### config.mk
export PLATFORM = sky130hd
export DESIGN_NAME = ricevitore_seriale
export DESIGN_NICKNAME = d
export VERILOG_FILES = /design/src/rtl/ricevitore_seriale_pkg.sv /design/src/rtl/ricevitore_seriale_sincronizzatore.sv /design/src/rtl/ricevitore_seriale.sv
export SDC_FILE = /design/constraint.sdc
export NUM_CORES = 1
export LEC_CHECK = 0
export ABC_AREA = 1
export CAP_MARGIN = 20
export CORE_MARGIN = 2
export CORE_UTILIZATION = 58
export DETAILED_ROUTE_END_ITERATION = 16
export GPL_ROUTABILITY_DRIVEN = 0
export PLACE_DENSITY_LB_ADDON = 0.3
export SYNTH_ARGS = -nofsm -noshare
export SYNTH_HDL_FRONTEND = slang
export SYNTH_SLANG_ARGS = --single-unit
### constraint.sdc
create_clock -name clock -period 2.2 [get_ports clock]
set_input_delay 0.44 -clock clock [delete_from_list [all_inputs] [get_ports clock]]
set_output_delay 0.44 -clock clock [all_outputs]
set_load 0.005 [all_outputs]
### src/rtl/ricevitore_seriale_pkg.sv
// Shared definitions for the 8N1 serial receiver: frame size, line idle level
// and the state encodings of the receive and handshake FSMs.
package ricevitore_seriale_pkg;

  localparam int unsigned FRAME_BITS = 8;
  localparam logic        LINE_IDLE  = 1'b1;

  typedef enum logic [1:0] {
    RX_IDLE,
    RX_START,
    RX_DATA,
    RX_STOP
  } rx_state_t;

  typedef enum logic [1:0] {
    H0,
    H1,
    H2
  } hs_state_t;

endpackage

### src/rtl/ricevitore_seriale_sincronizzatore.sv
// Two-stage D flip-flop synchronizer for an asynchronous input; both stages
// are set to the idle line level on reset.
module sincronizzatore
  import ricevitore_seriale_pkg::*;
(
  input  logic clock,
  input  logic reset,
  input  logic d,
  output logic q
);

  logic meta;

  always_ff @(posedge clock) begin
    if (reset) begin
      meta <= LINE_IDLE;
      q    <= LINE_IDLE;
    end else begin
      meta <= d;
      q    <= meta;
    end
  end

endmodule

### src/rtl/ricevitore_seriale.sv
// 8N1 serial receiver: synchronizes rxd, recovers a frame and hands the byte
// to the consumer over the dav_/rfd four-phase handshake.
module ricevitore_seriale
  import ricevitore_seriale_pkg::*;
#(
  parameter int unsigned BIT_TIME = 16
) (
  input  logic       clock,
  input  logic       reset,
  input  logic       rxd,
  input  logic       rfd,
  // the received byte; `byte` is a reserved word in SystemVerilog
  output logic [7:0] rx_byte,
  output logic       dav_,
  output logic       ferr,
  output logic       ovr
);

  localparam int unsigned CW = $clog2(BIT_TIME);
  localparam logic [CW-1:0] CNT_HALF = CW'(BIT_TIME / 2 - 1);
  localparam logic [CW-1:0] CNT_FULL = CW'(BIT_TIME - 1);
  localparam logic [3:0]    LAST_BIT = 4'(FRAME_BITS - 1);

  logic rxd_s;

  rx_state_t rx_state, rx_next;
  hs_state_t hs_state, hs_next;

  logic [CW-1:0] cnt, cnt_next;
  logic [3:0]    nbit, nbit_next;
  logic [7:0]    sr, sr_next;
  logic [7:0]    byte_next;
  logic          dav_next, ovr_next;
  logic          deliver, frame_err;

  sincronizzatore u_sync (
    .clock (clock),
    .reset (reset),
    .d     (rxd),
    .q     (rxd_s)
  );

  // Receive FSM: cnt free-runs inside a bit and reloads at every sample point.
  always_comb begin
    rx_next   = rx_state;
    cnt_next  = cnt + 1'b1;
    nbit_next = nbit;
    sr_next   = sr;
    deliver   = 1'b0;
    frame_err = 1'b0;
    case (rx_state)
      RX_IDLE: begin
        cnt_next = cnt;
        if (rxd_s != LINE_IDLE) begin
          cnt_next = '0;
          rx_next  = RX_START;
        end
      end
      RX_START: begin
        if (cnt == CNT_HALF) begin
          cnt_next = '0;
          if (rxd_s != LINE_IDLE) begin
            nbit_next = '0;
            rx_next   = RX_DATA;
          end else begin
            rx_next = RX_IDLE;
          end
        end
      end
      RX_DATA: begin
        if (cnt == CNT_FULL) begin
          cnt_next  = '0;
          sr_next   = {rxd_s, sr[7:1]};
          nbit_next = nbit + 4'd1;
          if (nbit == LAST_BIT) rx_next = RX_STOP;
        end
      end
      RX_STOP: begin
        if (cnt == CNT_FULL) begin
          cnt_next = '0;
          rx_next  = RX_IDLE;
          if (rxd_s == LINE_IDLE) deliver   = 1'b1;
          else                    frame_err = 1'b1;
        end
      end
      default: rx_next = RX_IDLE;
    endcase
  end

  // Handshake FSM; a delivery outside H0 (including H2 seeing rfd=1) is an overrun.
  always_comb begin
    hs_next   = hs_state;
    byte_next = rx_byte;
    dav_next  = dav_;
    ovr_next  = ovr | (deliver && (hs_state != H0));
    case (hs_state)
      H0: begin
        if (deliver) begin
          byte_next = sr;
          dav_next  = 1'b0;
          hs_next   = H1;
        end
      end
      H1: begin
        if (!rfd) begin
          dav_next = 1'b1;
          hs_next  = H2;
        end
      end
      H2: begin
        if (rfd) hs_next = H0;
      end
      default: hs_next = H0;
    endcase
  end

  always_ff @(posedge clock) begin
    if (reset) begin
      rx_state <= RX_IDLE;
      hs_state <= H0;
      cnt      <= '0;
      nbit     <= '0;
      sr       <= '0;
      rx_byte  <= '0;
      dav_     <= 1'b1;
      ferr     <= 1'b0;
      ovr      <= 1'b0;
    end else begin
      rx_state <= rx_next;
      hs_state <= hs_next;
      cnt      <= cnt_next;
      nbit     <= nbit_next;
      sr       <= sr_next;
      rx_byte  <= byte_next;
      dav_     <= dav_next;
      ferr     <= frame_err;
      ovr      <= ovr_next;
    end
  end

endmodule

==> results.json, run 1 <==
{
  "crit_path_start_kind": "flip-flop",
  "worst_slack_ns": 0.586,
  "dieArea_sq_um": 2740,
  "path_cells": "clkdlybuf4s50_1",
  "power.density_nw_per_um2": 672,
  "postRouteAntennaNets": 0,
  "hp-class": "reg -> reg",
  "grt_pass1_wl_um": 4700,
  "clockBufferDepth": 2,
  "max_cap_viol_count": 0,
  "antennaDiodeCount": 0,
  "die_x_um": 52.4,
  "end_kind": "primary output",
  "p_leak_nw": 0.670,
  "grt_max_degree": 21,
  "wl_met2_um": 1330,
  "drv_slew": 0,
  "netlist_instances": 176,
  "finalPower_mw": 1.06,
  "synth_top_area_share_pct": 48.7,
  "path_max_fanout": 2,
  "clock-root-buffer": "clkbuf_4",
  "cpLargestDelayFamily": "buffers and inverters",
  "dp_slack_ns": 0.510,
  "fmax_mhz": 619,
  "drive_above_1_share_pct": 10.8,
  "crit_buf_inv": 1,
  "yosysWarnings": 0,
  "criticalPathCategory": "reg -> out",
  "m1WireLength_um": 1200,
  "antenna_found_initial": 0,
  "ys_ff_latch": 33,
  "drtPass1Iterations": 4,
  "clkTransAtPathRegs_ns": 0.09,
  "period_share_pct": 73.4,
  "grt_pass1_vias": 1114,
  "h-tree-depth": 2,
  "synthArstFlopShare_pct": 0,
  "synth.top_cells.by_count": "39 x nor2_1, 33 x dfxtp_1, 28 x nand2_1",
  "tns_ns": 0,
  "irDropWorstVdd_v": 0.000546,
  "numCtsBuffers": 5,
  "syn_nets": 182,
  "post-route-min-period_ns": 1.61,
  "synth_edf_count": 0,
  "fp.coreArea_sq_um": 2210,
  "yosys.area.top_type": "dfxtp_1",
  "ys.flop_type": "dfxtp_1",
  "ctsHoldBuffers": 0,
  "synthDistinctLibCells": 26,
  "yosysMostFrequentCell": "nor2_1",
  "syn_area_per_cell_sq_um": 7.71,
  "die_h_um": 52.4,
  "placement.io_buffers": 14,
  "via_per_inst": 5.20,
  "worst_slew_pin_slew_ns": 0.467,
  "cts_resized": 0,
  "cpPeakStageDelay_ns": 0.50,
  "outcome": "complete, no violations",
  "ys_seq_area_share_pct": 48.7,
  "setup_viol": 0,
  "fin_util_pct": 71.5,
  "numClockSinks": 33,
  "maxUsedRoutingLayer": "met4",
  "post_drt_wl_per_cell_um": 11.9,
  "fin_nets": 201,
  "skew_ns": 0.00702,
  "synthToLayoutAreaGrowth_pct": 16.7,
  "drtIter0Drc": 13,
  "grt-ovfl-total": 0,
  "finalHoldViolations": 0,
  "synth.top_cells.by_area": "dfxtp_1 49%, nor2_1 11%, nand2_1 7.7%",
  "grt_util_all_layers_pct": 23.8,
  "vias": 1159,
  "std_cell_rows": 17,
  "clkLatencyLatePin_ns": 0.33,
  "totalWireLength_um": 2660,
  "start_util_pct": 61.3,
  "syn_area_sq_um": 1360,
  "cp.arrival_ns": 1.17,
  "cp_slowest_cell": "clkdlybuf4s50_1",
  "dr_wl_met3_um": 74,
  "slew_headroom_pct": 68.8,
  "placed_area_sq_um": 1530,
  "crit_required_ns": 1.76,
  "final_cell_area_sq_um": 1580,
  "dpl.hpwl_um": 1950,
  "drc_errors": 0,
  "rsz0062_at_grt": "false",
  "cts_setup_buffers": 0,
  "cts_tree": "yes",
  "pin_count": 15
}
power breakdown:
group	total [mW]	internal (mW)	switching [mW]	leakage [nW]
clock network	0.337	0.151	0.187	0.0314
logic	0.0984	0.0324	0.0660	0.372
registers	0.629	0.610	0.0183	0.267
placed cells by master (no fill, tap or decap):
| cell type | count |
|---|---|
| clkbuf_4 | 5 |
| or2_2 | 2 |
| nor2_2 | 1 |
| clkbuf_8 | 1 |
| inv_4 | 1 |
| nor4_1 | 1 |
| o21ai_1 | 2 |
| xor2_1 | 3 |
| a21oi_2 | 1 |
| clkinv_1 | 1 |
| nor2_8 | 1 |
| nor2_1 | 39 |
| nand2_2 | 2 |
| clkdlybuf4s50_1 | 14 |
| o21ai_0 | 16 |
| buf_4 | 1 |
| a21oi_1 | 11 |
| nand2_1 | 28 |
| inv_1 | 13 |
| o21a_1 | 1 |
| clkbuf_1 | 1 |
| a21oi_4 | 1 |
| nor2_4 | 1 |
| inv_2 | 2 |
| nand3_1 | 8 |
| dfxtp_1 | 33 |
| ha_1 | 2 |
| o211ai_1 | 1 |
| nand2_4 | 1 |
| nand3_2 | 1 |
registers in the layout, indices dropped and copies added (netlist names), 2 cells and up, named ones only:
register	flops
nbit	4
rx_byte	8
hs_state	2
cnt	4
sr	8
through the flow:
step | instances | hold slack, ns
floorplan | 176 | 0.389
global placement | 216 | 0.399
detailed placement | 216 | 0.411
CTS | 223 | 0.447
global route | 223 | 0.453
finish | 223 | 0.446
logic make-up after synthesis:
kind of cell | Yosys count | share of synthesized area [%]
flip-flops | 33 | 48.7
adder cells (fa/ha/maj) | 2 | 1.84
buffers and inverters | 20 | 5.72
AO/OA/AOI/OAI | 33 | 13.7
AND/OR/NAND/NOR | 85 | 28.1
XOR/XNOR | 3 | 1.94
area by class of cell:
| class | count | area [sq um] |
|---|---|---|
| Clock buffer | 7 | 55.1 |
| Fill cell | 171 | 629 |
| Inverter | 17 | 66.3 |
| Multi-Input combinational cell | 123 | 618 |
| Sequential cell | 33 | 661 |
| Tap cell | 28 | 35.0 |
| Timing Repair Buffer | 15 | 148 |
path summary, 6_finish.rpt:
kind | from | to | slack [ns] | cells after the start
worst min register to register | u_sync.meta | u_sync.q | 0.45 | 1
worst max-delay path | rx_byte[6] | rx_byte[6] | 0.59 | 1
worst min-delay path | u_sync.meta | u_sync.q | 0.45 | 1
worst max register to register | cnt[0] | dav_ | 0.65 | 8
layer usage:
layer	vias up	global-route usage (%)
li1	595	-
met1	533	27.8
met2	23	39.8
met3	8	6.00
met4	0	12.4
met5	-	0
(Power assumes the default switching activity.)
==> run 2: changes to the inputs <==
--- a/config.mk
+++ b/config.mk
@@ -8,7 +8,7 @@
 export ABC_AREA = 1
 export CAP_MARGIN = 20
 export CORE_MARGIN = 2
-export CORE_UTILIZATION = 58
+export CORE_UTILIZATION = 49
 export DETAILED_ROUTE_END_ITERATION = 16
 export GPL_ROUTABILITY_DRIVEN = 0
 export PLACE_DENSITY_LB_ADDON = 0.3
==> constraint.sdc (replaced) <==
create_clock -name clock -period 1.38 [get_ports clock]
set_input_delay 0.276 -clock clock [delete_from_list [all_inputs] [get_ports clock]]
set_output_delay 0.276 -clock clock [all_outputs]
set_load 0.005 [all_outputs]
==> run 2 against run 1 <==
Core utilization is 5.8 points lower. Final area is 12% higher. Via count is 5.3% higher. Sequential power is 59% higher. Worst hold slack worse by 0.016 ns. Register-to-register slack worse by 0.63 ns. Sequential cell count stayed put. Routed wire length is 13% higher. Die area is 17% higher.
==> results.json, run 2 (same netlist as run 1, synthesis figures left out) <==
{
  "numClockSinks": 33,
  "worst_slew_pin_slew_ns": 0.277,
  "fp.coreArea_sq_um": 2690,
  "rsz0062_at_grt": "true",
  "grt-ovfl-total": 0,
  "holdPathEnd": "u_sync.q",
  "internal_power_mw": 1.28,
  "fin_nets": 214,
  "cpLargestDelayFamily": "flip-flops",
  "finalHoldViolations": 0,
  "n_fill_cell": 228,
  "synthToLayoutAreaGrowth_pct": 30.3,
  "r2r_slack_ns": 0.02,
  "placed_area_sq_um": 1640,
  "multiInputGateArea_sq_um": 676,
  "reg2reg_depth": 8,
  "postRouteAntennaNets": 0,
  "via_per_inst": 5.08,
  "criticalPathCategory": "reg -> reg",
  "r2r_start": "cnt[1]",
  "cts_tree": "yes",
  "post-route-min-period_ns": 1.36,
  "comb_power_share_pct": 13.3,
  "slew_headroom_pct": 81.4,
  "drive_above_1_share_pct": 28.2,
  "drtIter0Drc": 49,
  "period_share_pct": 98.4,
  "switching_power_mw": 0.471,
  "pin_count": 15,
  "cp_slowest_cell": "dfxtp_2",
  "switching_share_pct": 26.9,
  "max_cap_viol_count": 0,
  "fin_util_pct": 65.8,
  "clkTransAtPathRegs_ns": 0.10,
  "grt_pass1_vias": 1210,
  "h-tree-depth": 2,
  "regToRegEndpoint": "nbit[1]",
  "die_h_um": 56.6,
  "irDropWorstVdd_v": 0.000790,
  "cp.arrival_ns": 1.64,
  "vias": 1220,
  "antenna_found_initial": 0,
  "numCtsBuffers": 5,
  "totalWireLength_um": 3000,
  "clock-root-buffer": "clkbuf_4",
  "drc_errors": 0,
  "drtPass1Iterations": 4,
  "seqPwrFrac_pct": 57.3,
  "post_drt_wl_per_cell_um": 12.5,
  "drv_slew": 0,
  "reg_top3": "rx_byte (8), sr (8)",
  "crit_required_ns": 1.66,
  "outcome": "complete, no violations",
  "start_util_pct": 50.5,
  "end_kind": "flip-flop",
  "seq_area_sq_um": 674,
  "std_cell_rows": 19,
  "p_leak_nw": 0.798,
  "clockBufferDepth": 2,
  "final_cell_mix": "35 x nor2_1, 23 x nand2_1, 22 x dfxtp_1, 13 x inv_1",
  "final_common_cell": "nor2_1",
  "skew_ns": 0.00744,
  "dpl.hpwl_um": 2030,
  "path_max_fanout": 5,
  "fmax_mhz": 736,
  "grt_max_degree": 21,
  "cpPeakStageDelay_ns": 0.36,
  "p_clk_share_pct": 29.4,
  "die_x_um": 56.6,
  "tns_ns": 0,
  "clkLatencyLatePin_ns": 0.34,
  "setup_viol": 0,
  "hp-start": "u_sync.meta",
  "min_path_cells": 1,
  "grt_pass1_wl_um": 5080,
  "crit_path_start_kind": "flip-flop",
  "power.density_nw_per_um2": 990,
  "dieArea_sq_um": 3200,
  "grt_util_all_layers_pct": 20.9,
  "placement.io_buffers": 14,
  "final_cell_area_sq_um": 1770,
  "hp-class": "reg -> reg",
  "path_cells": "ha_4 > nand3_4 > buf_6 > inv_2 > nand2_4 > a21oi_4 > nand3_1 > a21oi_2",
  "crit_buf_inv": 2,
  "antennaDiodeCount": 0
}
## run 2: routing by layer
| layer | track usage [%] | vias to the layer above | share of wire, % |
|---|---|---|---|
| li1 | - | 628 | - |
| met1 | 24.5 | 560 | 43 |
| met2 | 33.1 | 22 | 50 |
| met3 | 5.30 | 10 | 3.6 |
| met4 | 14.6 | 0 | 2.9 |
| met5 | 0 | - | 0 |
## run 2: power groups by stage
stage,registers (mW),clock network (mW),logic [mW]
after floorplan,1.02,0,0.115
after global placement,1.01,0,0.199
after detailed placement,1.02,0,0.206
after CTS,1.00,0.530,0.214
after global routing,1.01,0.570,0.262
final,1.00,0.514,0.233
## run 2: repair_timing
| action | in CTS | in global routing |
|---|---|---|
| resized for setup | 23 | 24 |
| cloned | 0 | 0 |
| endpoints found under the hold margin | 0 | 0 |
| hold buffers | 0 | 0 |
| pin swaps | 3 | 4 |
| setup endpoints to repair | 27 | 22 |
| buffers inserted | 1 | 1 |
## run 2: how the worst max path moves through the flow
stage            endpoint  startpoint  slack, ns  cells past startpoint
6_report          nbit[1]      cnt[1]       0.02                      8
2_1_floorplan        dav_      cnt[0]       0.05                      8
3_3_place_gp   rx_byte[3]      cnt[1]     -0.002                      8
5_1_grt           nbit[2]      cnt[1]      -0.07                      8
3_5_place_dp      nbit[2]      cnt[0]      -0.05                      9
4_1_cts        rx_byte[0]      cnt[1]      0.006                      8
## run 2: through the flow
stage	setup WS, ns	std cells	hold slack [ns]	power, mW
floorplan	0.0502	176	0.380	1.13
global placement	-0.00248	230	0.397	1.21
detailed placement	-0.0510	230	0.410	1.22
CTS	0.00618	239	0.433	1.74
global route	-0.0685	240	0.441	1.84
finish	0.0215	240	0.430	1.75
## run 2: cell type report
| cell class | count | share of cell area (%) |
|---|---|---|
| Multi-Input combinational cell | 123 | 38.2 |
| Sequential cell | 33 | 38.2 |
| Timing Repair Buffer | 28 | 14.7 |
| Inverter | 17 | 3.90 |
| Clock buffer | 8 | 2.76 |
| Tap cell | 31 | 2.20 |
## run 2: worst reg2reg max path: stages (launching register included)
cell and delay [ns]:
dfxtp_2 0.36, ha_4 0.16, nand3_4 0.09, buf_6 0.14
inv_2 0.06, nand2_4 0.08, a21oi_4 0.20, nand3_1 0.11
a21oi_2 0.12
==> run 3: changes to the inputs <==
--- a/config.mk
+++ b/config.mk
@@ -10,8 +10,9 @@
 export CORE_MARGIN = 2
 export CORE_UTILIZATION = 49
 export DETAILED_ROUTE_END_ITERATION = 16
-export GPL_ROUTABILITY_DRIVEN = 0
 export PLACE_DENSITY_LB_ADDON = 0.3
+export REMOVE_ABC_BUFFERS = 1
+export SKIP_CTS_REPAIR_TIMING = 1
 export SYNTH_ARGS = -nofsm -noshare
 export SYNTH_HDL_FRONTEND = slang
 export SYNTH_SLANG_ARGS = --single-unit
==> run 3 against run 2 <==
The run now ends with negative setup slack left. Register-to-register slack lost 0.07 ns. Total power shrank 0.22%. Fmax shrank 5.1%. Core utilization grew 1.8 points. Setup slack lost 0.073 ns. Sequential cell count is the same. Non-clock buffer count shrank 3. Die area is the same. Final cell count shrank 1.3%. Final area grew 2.8%. Worst hold slack lost 0.0052 ns. Clock-buffer cell count shrank 3. Highest routed layer unchanged.
==> results.json, run 3 (same netlist as run 1, synthesis figures left out) <==
{
  "post_drt_wl_per_cell_um": 12.3,
  "reg_top3": "rx_byte (8), sr (8)",
  "criticalPathCategory": "reg -> reg",
  "rsz0062_at_grt": "true",
  "numClockSinks": 33,
  "switching_share_pct": 28.8,
  "crit_buf_inv": 2,
  "crit_path_start_kind": "flip-flop",
  "cts_tree": "yes",
  "numCtsBuffers": 5,
  "m1WireLength_um": 1270,
  "fmax_mhz": 698,
  "setup_viol": 6,
  "clockBufferDepth": 2,
  "cp_slowest_cell": "dfxtp_2",
  "hp-class": "reg -> reg",
  "antennaDiodeCount": 0,
  "drtPass1Iterations": 8,
  "start_util_pct": 50.5,
  "die_x_um": 56.6,
  "cpPeakStageDelay_ns": 0.36,
  "end_kind": "flip-flop",
  "final_cell_mix": "32 x nor2_1, 25 x nand2_1, 23 x dfxtp_1, 13 x inv_1, 13 x o21ai_0",
  "worst_slew_pin_slew_ns": 0.513,
  "period_share_pct": 104,
  "p_leak_nw": 0.902,
  "slew_headroom_pct": 65.7,
  "maxUsedRoutingLayer": "met4",
  "h-tree-depth": 2,
  "dr_wl_met3_um": 152,
  "drive_above_1_share_pct": 30.1,
  "grt-ovfl-total": 0,
  "power.density_nw_per_um2": 962,
  "comb_power_share_pct": 12.0,
  "final_common_cell": "nor2_1",
  "crit_required_ns": 1.66,
  "drv_slew": 0,
  "p_clk_share_pct": 30.4,
  "drtIter0Drc": 48,
  "die_h_um": 56.6,
  "clkTransAtPathRegs_ns": 0.10,
  "outcome": "complete, but fails checks",
  "grt_pass1_wl_um": 4440,
  "whs_ns": 0.425,
  "path_max_fanout": 8,
  "via_per_inst": 5.17,
  "grt_max_degree": 21,
  "drc_errors": 0,
  "dieArea_sq_um": 3200,
  "fp.coreArea_sq_um": 2690,
  "irDropWorstVdd_v": 0.000912,
  "finalHoldViolations": 0,
  "synthToLayoutAreaGrowth_pct": 33.9,
  "placement.io_buffers": 14,
  "grt_util_all_layers_pct": 17.8,
  "max_cap_viol_count": 0,
  "vias": 1225,
  "violations": "negative setup slack",
  "place.gp.congestion": 0.800,
  "grt_pass1_vias": 1099,
  "fin_nets": 211,
  "clock-root-buffer": "clkbuf_4",
  "std_cell_rows": 19,
  "clkLatencyLatePin_ns": 0.33,
  "cpLargestDelayFamily": "compound AO/OA/AOI/OAI gates",
  "switching_power_mw": 0.502,
  "cp.arrival_ns": 1.71,
  "internal_power_mw": 1.24,
  "seqPwrFrac_pct": 57.7,
  "worst_slack_ns": -0.0519,
  "skew_ns": 0.00694,
  "postRouteAntennaNets": 0,
  "tns_ns": -0.194,
  "path_cells": "ha_4 > nand3_4 > buf_6 > inv_4 > nand2_8 > a21oi_4 > nand3_2 > a21oi_2",
  "dpl.hpwl_um": 1780,
  "post-route-min-period_ns": 1.43,
  "wl_met2_um": 1450,
  "totalWireLength_um": 2920,
  "antenna_found_initial": 0,
  "pin_count": 15
}
run 3: cell count changes in the layout (fill, tap and decap cells not counted), moves of 3 or more:
| cell | previous run | this run |
|---|---|---|
| nor2_1 | 35 | 32 |
| nand3_2 | 0 | 3 |
| clkbuf_1 | 3 | 0 |
| nand2_2 | 7 | 4 |
| dlygate4sd2_1 | 11 | 0 |
| o21ai_0 | 10 | 13 |
| dlymetal6s2s_1 | 0 | 11 |
| nand3_1 | 8 | 5 |
run 3: final timing paths:
| path | startpoint | to | slack, ns | depth (start not counted) |
|---|---|---|---|---|
| setup / recovery | cnt[1] | nbit[1] | -0.05 | 8 |
| hold / removal | u_sync.meta | u_sync.q | 0.42 | 1 |
| setup reg to reg | cnt[1] | nbit[1] | -0.05 | 8 |
| hold reg to reg | u_sync.meta | u_sync.q | 0.42 | 1 |
run 3: per-stage QoR:
| step | utilization [%] | worst slack, ns | instances | instance area [sq um] | total power [mW] |
|---|---|---|---|---|---|
| floorplan | - | 0.0461 | 173 | 1350 | 1.13 |
| global placement | 59.0 | -0.0303 | 226 | 1580 | 1.18 |
| detailed placement | 59.0 | -0.0429 | 226 | 1580 | 1.19 |
| CTS | 61.0 | -0.0993 | 234 | 1640 | 1.71 |
| global route | 67.6 | -0.111 | 237 | 1820 | 1.81 |
| finish | 67.6 | -0.0519 | 237 | 1820 | 1.75 |
run 3: layer usage:
layer	vias to the layer above	GRT usage, %
li1	622	-
met2	42	29.2
met1	555	20.8
met3	6	5.30
met5	-	0
met4	0	8.84
run 3: final cells by class:
type,count,area (sq um)
inverters,17,73.8
clock buffers,5,37.5
multi-input cells,123,717
clock inverters,3,17.5
fillers,206,871
repair buffers,25,258
flip-flops and latches,33,673
well taps,31,38.8
run 3: worst register-to-register path, stage by stage, from the launching register on:
cell and delay, ns:
dfxtp_2 0.36, ha_4 0.16, nand3_4 0.09, buf_6 0.14
inv_4 0.06, nand2_8 0.07, a21oi_4 0.25, nand3_2 0.11
a21oi_2 0.13
run 3: power by group through the flow:
stage | Clock, mW | Sequential [mW] | Combinational [mW]
2_1_floorplan | 0 | 1.02 | 0.110
5_1_grt | 0.570 | 1.01 | 0.233
3_3_place_gp | 0 | 1.02 | 0.166
4_1_cts | 0.545 | 0.997 | 0.172
6_report | 0.530 | 1.01 | 0.209
3_5_place_dp | 0 | 1.02 | 0.169
